[src/rtl/mtm_alu_pkg.sv]
`default_nettype none
// ============================================================================
// Module      : mtm_alu_pkg
// Description : Shared definitions for the ALU serial deserializer: FSM state
//               encoding, opcode constants, error codes, frame geometry and
//               an opcode legality helper.
// Revision    : 1.0 - initial release
// ============================================================================
package mtm_alu_pkg;

    // Deserializer FSM states
    typedef enum logic [2:0] {
        ST_IDLE    = 3'd0,
        ST_TYPE    = 3'd1,
        ST_PAYLOAD = 3'd2,
        ST_STOP    = 3'd3,
        ST_RESULT  = 3'd4,
        ST_DRAIN   = 3'd5
    } state_t;

    // Opcodes
    localparam logic [2:0] OP_AND = 3'b000;
    localparam logic [2:0] OP_OR  = 3'b001;
    localparam logic [2:0] OP_ADD = 3'b100;
    localparam logic [2:0] OP_SUB = 3'b101;

    // Error codes reported on CTL when err is high
    localparam logic [7:0] ERR_DATA = 8'hC9;
    localparam logic [7:0] ERR_CRC  = 8'hA5;
    localparam logic [7:0] ERR_OP   = 8'h93;

    // Frame geometry
    localparam int FRAME_BITS   = 11;
    localparam int PAYLOAD_BITS = 8;

    function automatic logic is_legal_op(input logic [2:0] op);
        return (op == OP_AND) || (op == OP_OR) || (op == OP_ADD) || (op == OP_SUB);
    endfunction

endpackage
`default_nettype wire

[src/rtl/mtm_alu_crc4_serial.sv]
`default_nettype none
// ============================================================================
// Module      : mtm_alu_crc4_serial
// Description : Bit-serial CRC-4, polynomial x^4+x+1, initial value 0.
//               One input bit per enabled clock, MSB of the message first.
// Ports       : clk   - clock
//               rst   - asynchronous active-low reset
//               clear - synchronous clear to 0 (wins over en)
//               en    - consume din this cycle
//               din   - message bit
//               crc   - running remainder
// Revision    : 1.0 - initial release
// ============================================================================
module mtm_alu_crc4_serial
    import mtm_alu_pkg::*;
(
    input  logic       clk,
    input  logic       rst,
    input  logic       clear,
    input  logic       en,
    input  logic       din,
    output logic [3:0] crc
);

    logic [3:0] r_crc;
    logic       w_fb;

    assign w_fb = r_crc[3] ^ din;
    assign crc  = r_crc;

    always_ff @(posedge clk or negedge rst) begin
        if (!rst) begin
            r_crc <= 4'd0;
        end else if (clear) begin
            r_crc <= 4'd0;
        end else if (en) begin
            // Shift left, fold feedback into taps x^1 and x^0
            r_crc <= {r_crc[2], r_crc[1], r_crc[0] ^ w_fb, w_fb};
        end
    end

endmodule
`default_nettype wire

[src/rtl/mtm_alu_deserializer_p.sv]
`default_nettype none
// ============================================================================
// Module      : mtm_alu_deserializer_p
// Description : Serial frame deserializer for the ALU datapath. Collects
//               2*NPKT DATA frames (B then A, MSB byte first) and one CMD
//               frame, validates packet count, CRC-4 and opcode, and presents
//               either operands/command or an error code with a one-cycle
//               out_valid strobe. Includes an inter-frame idle timeout.
// Config      : MTM_ALU_DESER_CRC_EN - when defined, the CRC-4 is computed
//               and checked; otherwise the CRC field is ignored.
// Ports       : clk       - clock, rising edge
//               rst       - asynchronous active-low reset
//               sin       - serial input, idles high
//               A, B      - operands (DATA_W)
//               CTL       - command byte or error code
//               out_valid - single-cycle result strobe
//               err       - CTL holds an error code
// Revision    : 1.0 - initial release
// ============================================================================
module mtm_alu_deserializer_p
    import mtm_alu_pkg::*;
#(
    parameter int DATA_W      = 32,
    parameter int TIMEOUT_CYC = 1024
)(
    input  logic              clk,
    input  logic              rst,
    input  logic              sin,
    output logic [DATA_W-1:0] A,
    output logic [DATA_W-1:0] B,
    output logic [7:0]        CTL,
    output logic              out_valid,
    output logic              err
);

    localparam int NPKT  = DATA_W / 8;
    localparam int PKT_W = $clog2(2 * NPKT + 2);
    localparam int TO_W  = (TIMEOUT_CYC > 0) ? $clog2(TIMEOUT_CYC + 1) : 1;

    localparam logic [PKT_W-1:0] c_PKT_FULL = PKT_W'(2 * NPKT);
    localparam logic [PKT_W-1:0] c_PKT_SAT  = PKT_W'(2 * NPKT + 1);

    state_t                r_state;
    state_t                w_next;
    logic [2:0]            r_bit_cnt;
    logic                  r_is_cmd;
    logic [7:0]            r_byte;
    logic [2*DATA_W-1:0]   r_data;
    logic [PKT_W-1:0]      r_pkt_cnt;
    logic [TO_W-1:0]       r_to_cnt;
    logic [TO_W-1:0]       w_to_next;
    logic                  w_to_run;
    logic                  w_to_expire;
    logic                  w_clr;
    logic                  w_crc_ok;

    logic [DATA_W-1:0]     r_a;
    logic [DATA_W-1:0]     r_b;
    logic [7:0]            r_ctl;
    logic                  r_err;
    logic                  r_out_valid;

    assign A         = r_a;
    assign B         = r_b;
    assign CTL       = r_ctl;
    assign err       = r_err;
    assign out_valid = r_out_valid;

    // ------------------------------------------------------------------
    // Timeout: counts IDLE cycles only while a transaction is partial
    // ------------------------------------------------------------------
    assign w_to_run    = (TIMEOUT_CYC != 0) && (r_state == ST_IDLE) && (r_pkt_cnt != '0);
    assign w_to_next   = r_to_cnt + TO_W'(1);
    assign w_to_expire = w_to_run && (w_to_next == TO_W'(TIMEOUT_CYC));

    // Transaction clear: after a result, after a framing error, or on timeout
    assign w_clr = (r_state == ST_RESULT) || (r_state == ST_DRAIN) || w_to_expire;

    // ------------------------------------------------------------------
    // CRC over {B, A, 1'b1, OP}
    // ------------------------------------------------------------------
`ifdef MTM_ALU_DESER_CRC_EN
    logic [3:0] w_crc;
    logic       w_crc_en;
    logic       w_crc_din;

    // DATA payload bits all count; in a CMD frame the leading 0 is replaced
    // by a 1, the three OP bits follow, and the CRC field itself is skipped.
    assign w_crc_en  = (r_state == ST_PAYLOAD) && (!r_is_cmd || (r_bit_cnt < 3'd4));
    assign w_crc_din = (r_is_cmd && (r_bit_cnt == 3'd0)) ? 1'b1 : sin;

    mtm_alu_crc4_serial u_crc (
        .clk   (clk),
        .rst   (rst),
        .clear (w_clr),
        .en    (w_crc_en),
        .din   (w_crc_din),
        .crc   (w_crc)
    );

    assign w_crc_ok = (r_byte[3:0] == w_crc);
`else
    assign w_crc_ok = 1'b1;
`endif

    // ------------------------------------------------------------------
    // FSM
    // ------------------------------------------------------------------
    always_ff @(posedge clk or negedge rst) begin
        if (!rst) begin
            r_state <= ST_IDLE;
        end else begin
            r_state <= w_next;
        end
    end

    always_comb begin
        w_next = r_state;
        case (r_state)
            ST_IDLE:    if (!sin) w_next = ST_TYPE;
            ST_TYPE:    w_next = ST_PAYLOAD;
            ST_PAYLOAD: if (r_bit_cnt == 3'd7) w_next = ST_STOP;
            ST_STOP: begin
                if (!sin)          w_next = ST_DRAIN;
                else if (r_is_cmd) w_next = ST_RESULT;
                else               w_next = ST_IDLE;
            end
            // A start bit in the result cycle begins the next frame at once
            ST_RESULT:  w_next = sin ? ST_IDLE : ST_TYPE;
            ST_DRAIN:   if (sin) w_next = ST_IDLE;
            default:    w_next = ST_IDLE;
        endcase
    end

    // ------------------------------------------------------------------
    // Datapath and result registers
    // ------------------------------------------------------------------
    always_ff @(posedge clk or negedge rst) begin
        if (!rst) begin
            r_bit_cnt   <= 3'd0;
            r_is_cmd    <= 1'b0;
            r_byte      <= 8'd0;
            r_data      <= '0;
            r_pkt_cnt   <= '0;
            r_to_cnt    <= '0;
            r_a         <= '0;
            r_b         <= '0;
            r_ctl       <= 8'd0;
            r_err       <= 1'b0;
            r_out_valid <= 1'b0;
        end else begin
            r_out_valid <= 1'b0;

            case (r_state)
                ST_TYPE: begin
                    r_is_cmd  <= sin;
                    r_bit_cnt <= 3'd0;
                end
                ST_PAYLOAD: begin
                    r_byte    <= {r_byte[6:0], sin};
                    r_bit_cnt <= r_bit_cnt + 3'd1;
                end
                ST_STOP: begin
                    if (!sin) begin
                        // Framing error
                        r_ctl       <= ERR_DATA;
                        r_err       <= 1'b1;
                        r_out_valid <= 1'b1;
                        r_pkt_cnt   <= '0;
                    end else if (!r_is_cmd) begin
                        // Surplus frames only bump the saturating count
                        if (r_pkt_cnt < c_PKT_FULL) begin
                            r_data <= {r_data[2*DATA_W-9:0], r_byte};
                        end
                        if (r_pkt_cnt != c_PKT_SAT) begin
                            r_pkt_cnt <= r_pkt_cnt + PKT_W'(1);
                        end
                    end else begin
                        r_out_valid <= 1'b1;
                        if (r_pkt_cnt != c_PKT_FULL) begin
                            r_ctl <= ERR_DATA;
                            r_err <= 1'b1;
                        end else if (!w_crc_ok) begin
                            r_ctl <= ERR_CRC;
                            r_err <= 1'b1;
                        end else if (!is_legal_op(r_byte[6:4])) begin
                            r_ctl <= ERR_OP;
                            r_err <= 1'b1;
                        end else begin
                            r_b   <= r_data[2*DATA_W-1:DATA_W];
                            r_a   <= r_data[DATA_W-1:0];
                            r_ctl <= r_byte;
                            r_err <= 1'b0;
                        end
                    end
                end
                default: ;
            endcase

            if (w_clr) begin
                r_pkt_cnt <= '0;
            end

            if (w_to_run && !w_to_expire && sin) begin
                r_to_cnt <= w_to_next;
            end else begin
                r_to_cnt <= '0;
            end
        end
    end

endmodule
`default_nettype wire

[config.mk]
export PLATFORM = sky130hd
export DESIGN_NAME = mtm_alu_deserializer_p
export DESIGN_NICKNAME = d
export VERILOG_FILES = /design/src/rtl/mtm_alu_pkg.sv /design/src/rtl/mtm_alu_crc4_serial.sv /design/src/rtl/mtm_alu_deserializer_p.sv
export SDC_FILE = /design/constraint.sdc
export NUM_CORES = 1
export LEC_CHECK = 0
export CAP_MARGIN = 30
export CORE_MARGIN = 10
export CORE_UTILIZATION = 48
export DETAILED_ROUTE_END_ITERATION = 10
export GPL_ROUTABILITY_DRIVEN = 0
export PLACE_DENSITY = 0.81
export SKIP_CTS_REPAIR_TIMING = 1
export SLEW_MARGIN = 20
export SYNTH_ARGS = -nofsm -noshare
export SYNTH_HDL_FRONTEND = slang
export SYNTH_SLANG_ARGS = --single-unit
[constraint.sdc]
create_clock -name clk -period 2.3 [get_ports clk]
set_input_delay 0.23 -clock clk [delete_from_list [all_inputs] [get_ports clk]]
set_output_delay 0.23 -clock clk [all_outputs]
set_load 0.1 [all_outputs]
==> flow_metrics.env <==
export IMPL_status="finished, final reports clean"
export IMPL_fmax_mhz=463
export IMPL_dr_pass1_iters=4
export IMPL_port_buffers=76
export IMPL_ff_latch_area_mm2=0.00420
export IMPL_cts_root_buf="clkbuf_16"
export IMPL_vias_per_cell=5.30
export IMPL_yosysUniqueCellTypes=47
export IMPL_cp_start_kind="register"
export IMPL_io_pin_count=77
export IMPL_critical_path_class="register to register"
export IMPL_ys_seq_area_share_pct=62.5
export IMPL_ant_nets=0
export IMPL_die_area_mm2=0.0192
export IMPL_multi_input_area_mm2=0.00235
export IMPL_ys_warn_count=0
export IMPL_yosys_area_share_simple_pct=5.95
export IMPL_final_util_pct=59.1
export IMPL_p_int_w=0.00594
export IMPL_antenna_found_initial=0
export IMPL_area_growth_pct=21.4
export IMPL_setup_tns_ns=0
export IMPL_clock_skew_ns=0.00992
export IMPL_syn_num_nets=478
export IMPL_endpoint_kind="register"
export IMPL_hold_viol_final=0
export IMPL_grt_use_total_pct=13.5
export IMPL_std_cell_rows=43
export IMPL_hold_path_class="primary input to async pin"
export IMPL_synth_top_family_by_area="multiplexers"
export IMPL_synth_compound_area_share_pct=3.68
export IMPL_p_seq_share_pct=43.1
export IMPL_tightest_slew_ns=0.527
export IMPL_synthXorXnorAreaFrac_pct=1.30
export IMPL_r2r_start="r_to_cnt[0]"
export IMPL_core_area_mm2=0.0138
export IMPL_drive_above_1_share_pct=40.2
export IMPL_required_ns=2.60
export IMPL_maxSlewHeadroom_pct=63.9
export IMPL_period_needed_ns=2.16
export IMPL_fillCellCount=1044
export IMPL_yosys_area_top_type="dfrtp_1"
export IMPL_synthAdderAreaFrac_pct=1.30
export IMPL_crit_slowest_cell="dfrtp_1"
export IMPL_reg2reg_slack_ns=0.14
export IMPL_postSynthAreaPerCell_um2=14.4
export IMPL_switchingPower_w=0.00292
export IMPL_nNetsFinal=562
export IMPL_grt_max_degree=70
export IMPL_setup_viol=0
export IMPL_power_frac_comb_pct=23.5
export IMPL_switching_share_pct=33.0
export IMPL_path_max_fanout=6
export IMPL_cts_inserted_buffers=17
export IMPL_power_frac_clock_pct=33.3
export IMPL_cts_tree="built"
export IMPL_p_leak_nw=4.17
export IMPL_vdd_drop_max_mv=0.706
export IMPL_grt_pass1_wl_um=21300
export IMPL_wl_um=12600
export IMPL_synth_seq_cells=168
export IMPL_worst_r2r_endpoint="r_pkt_cnt[1]"
export IMPL_clock_sinks=168
export IMPL_final_cell_area_mm2=0.00817
export IMPL_cts_htree_levels=4
export IMPL_max_cap_violations=0
export IMPL_power_density_mw_per_mm2=1080
export IMPL_netlist_area_mm2=0.00673
export IMPL_num_antenna_cells=0
export IMPL_synth_flop_cell="dfrtp_1"
export IMPL_yosysTopAreaCellShare_pct=62.5
export IMPL_grt_overflow_total=0
export IMPL_synth_edf_count=0
export IMPL_grt_pass1_vias=4106
export IMPL_drc=0
export IMPL_die_height_um=138
export IMPL_path_cells="ha_1 -> or2_2 -> a311oi_1 -> o211ai_1 -> nor4_4 -> nor3_1"
export IMPL_rsz0062_at_grt="false"
export IMPL_clk_latency_ns=0.42
export IMPL_dp_final_hpwl_um=8710
export IMPL_path_clk_slew_ns=0.06
export IMPL_die_w_um=138
export IMPL_placed_cell_area_mm2=0.00752
export IMPL_final_max_slew_viol_count=0
export IMPL_dr_first_iter_drc_count=262
export IMPL_period_share_pct=93.8
export IMPL_syn_inst=468
export IMPL_synth_area_top_cells="dfrtp_1, mux2_2, mux2_1"
export IMPL_clockBufferDepth=2
export IMPL_critPathCapture="r_pkt_cnt[1]"
export IMPL_vias=3942
export IMPL_r2r_cells=6
export IMPL_cp_startpoint="r_to_cnt[0]"
export IMPL_slowest_delay_ns=0.43
export IMPL_synthMuxAreaShare_pct=22.4
export IMPL_initial_utilization_pct=48.7
export IMPL_crit_arrival_ns=2.46
export IMPL_ys_async_sr_fraction_pct=100
export IMPL_wire_per_inst_um=16.9
-- synthesized netlist by cell type (all sizes together) (3+ instances only) --
master / instances
a21oi: 8
a22o: 3
and3b: 3
buf: 19
clkbuf: 5
dfrtp: 168
ha: 7
inv: 10
mux2: 133
nand2: 15
nand2b: 4
nand3: 8
nor2: 19
nor2b: 3
nor3: 8
o21ai: 15
o31ai: 3
xnor2: 4
xor2: 6
-- power groups by stage --
| stage | registers [W] | logic (W) | clock network [W] |
|---|---|---|---|
| after global placement | 0.00385 | 0.00204 | 0 |
| after floorplan | 0.00449 | 0.000871 | 0 |
| after CTS | 0.00382 | 0.00210 | 0.00302 |
| final | 0.00382 | 0.00208 | 0.00295 |
| after detailed placement | 0.00387 | 0.00209 | 0 |
| after global routing | 0.00389 | 0.00224 | 0.00316 |
-- cell usage in the layout (no fill, tap or decap), types with 3 or more instances in the layout --
cell type / synthesis / layout
nor2b_1: 3 / 3
bufinv_16: 0 / 3
buf_12: 0 / 4
xnor2_1: 4 / 4
ha_1: 7 / 7
clkbuf_16: 0 / 17
a22o_1: 3 / 3
a21oi_1: 8 / 8
inv_1: 10 / 10
xor2_1: 6 / 6
nor2_1: 18 / 18
o21ai_0: 13 / 13
mux2_2: 106 / 106
mux2_1: 27 / 27
dfrtp_1: 168 / 168
nand2_1: 15 / 15
and3b_1: 3 / 3
nand2b_1: 4 / 4
clkbuf_8: 0 / 4
nand3_1: 7 / 7
buf_4: 5 / 82
nor3_1: 8 / 8
o31ai_1: 3 / 3
-- final cells by class --
class	count	area share, %
clock inverter	8	1.65
tap	180	2.76
clock buffer	23	5.97
sequential	168	51.5
inverter	10	0.460
timing repair buffer	89	8.90
multi-input combinational	266	28.8
-- worst max-delay path: cells and delay by family (launching register included) --
kind,cells,cell delay (ns)
AOI/OAI and AO/OA,2,0.53
DFF,1,0.43
and+or+nand+nor,3,0.79
adders and majority gates,1,0.30
-- logic make-up after synthesis --
| group | after synthesis |
|---|---|
| AO/OA/AOI/OAI | 39 |
| XOR/XNOR | 10 |
| adder cells (fa/ha/maj) | 7 |
| buffers and inverters | 34 |
| flip-flops | 168 |
| multiplexers | 134 |
| AND/OR/NAND/NOR | 76 |
-- routing by layer --
metal	wire, um	track usage [%]	vias to the layer above
li1	-	-	1821
met1	5640	16.9	2024
met2	6260	21.4	83
met3	546	4.79	14
met4	140	4.16	0
met5	0	0	-
-- flip-flops by register name, summed over array words and instances (netlist names) --
name / flops
B: 32
r_state: 3
out_valid: 1
r_pkt_cnt: 4
r_bit_cnt: 3
err: 1
r_byte: 8
r_data: 64
A: 32
CTL: 8
r_to_cnt: 11
r_is_cmd: 1
-- per-stage QoR --
stage / power (W) / hold WS (ns) / std cells / setup WS (ns)
6_report: 0.00886 / 0.319 / 744 / 0.142
5_1_grt: 0.00928 / 0.338 / 744 / 0.0354
4_1_cts: 0.00895 / -0.253 / 743 / 0.106
3_5_place_dp: 0.00597 / 0.205 / 712 / 0.116
3_3_place_gp: 0.00588 / 0.199 / 712 / 0.198
2_1_floorplan: 0.00536 / -0.0656 / 468 / 0.384
-- worst min path at each step --
stage	start	end	slack (ns)
4_1_cts	rst	B[20]	-0.25
3_3_place_gp	rst	B[30]	0.20
2_1_floorplan	rst	A[0]	-0.07
5_1_grt	rst	B[29]	0.34
3_5_place_dp	rst	B[30]	0.21
6_report	rst	B[20]	0.32
(Power assumes the default switching activity.)
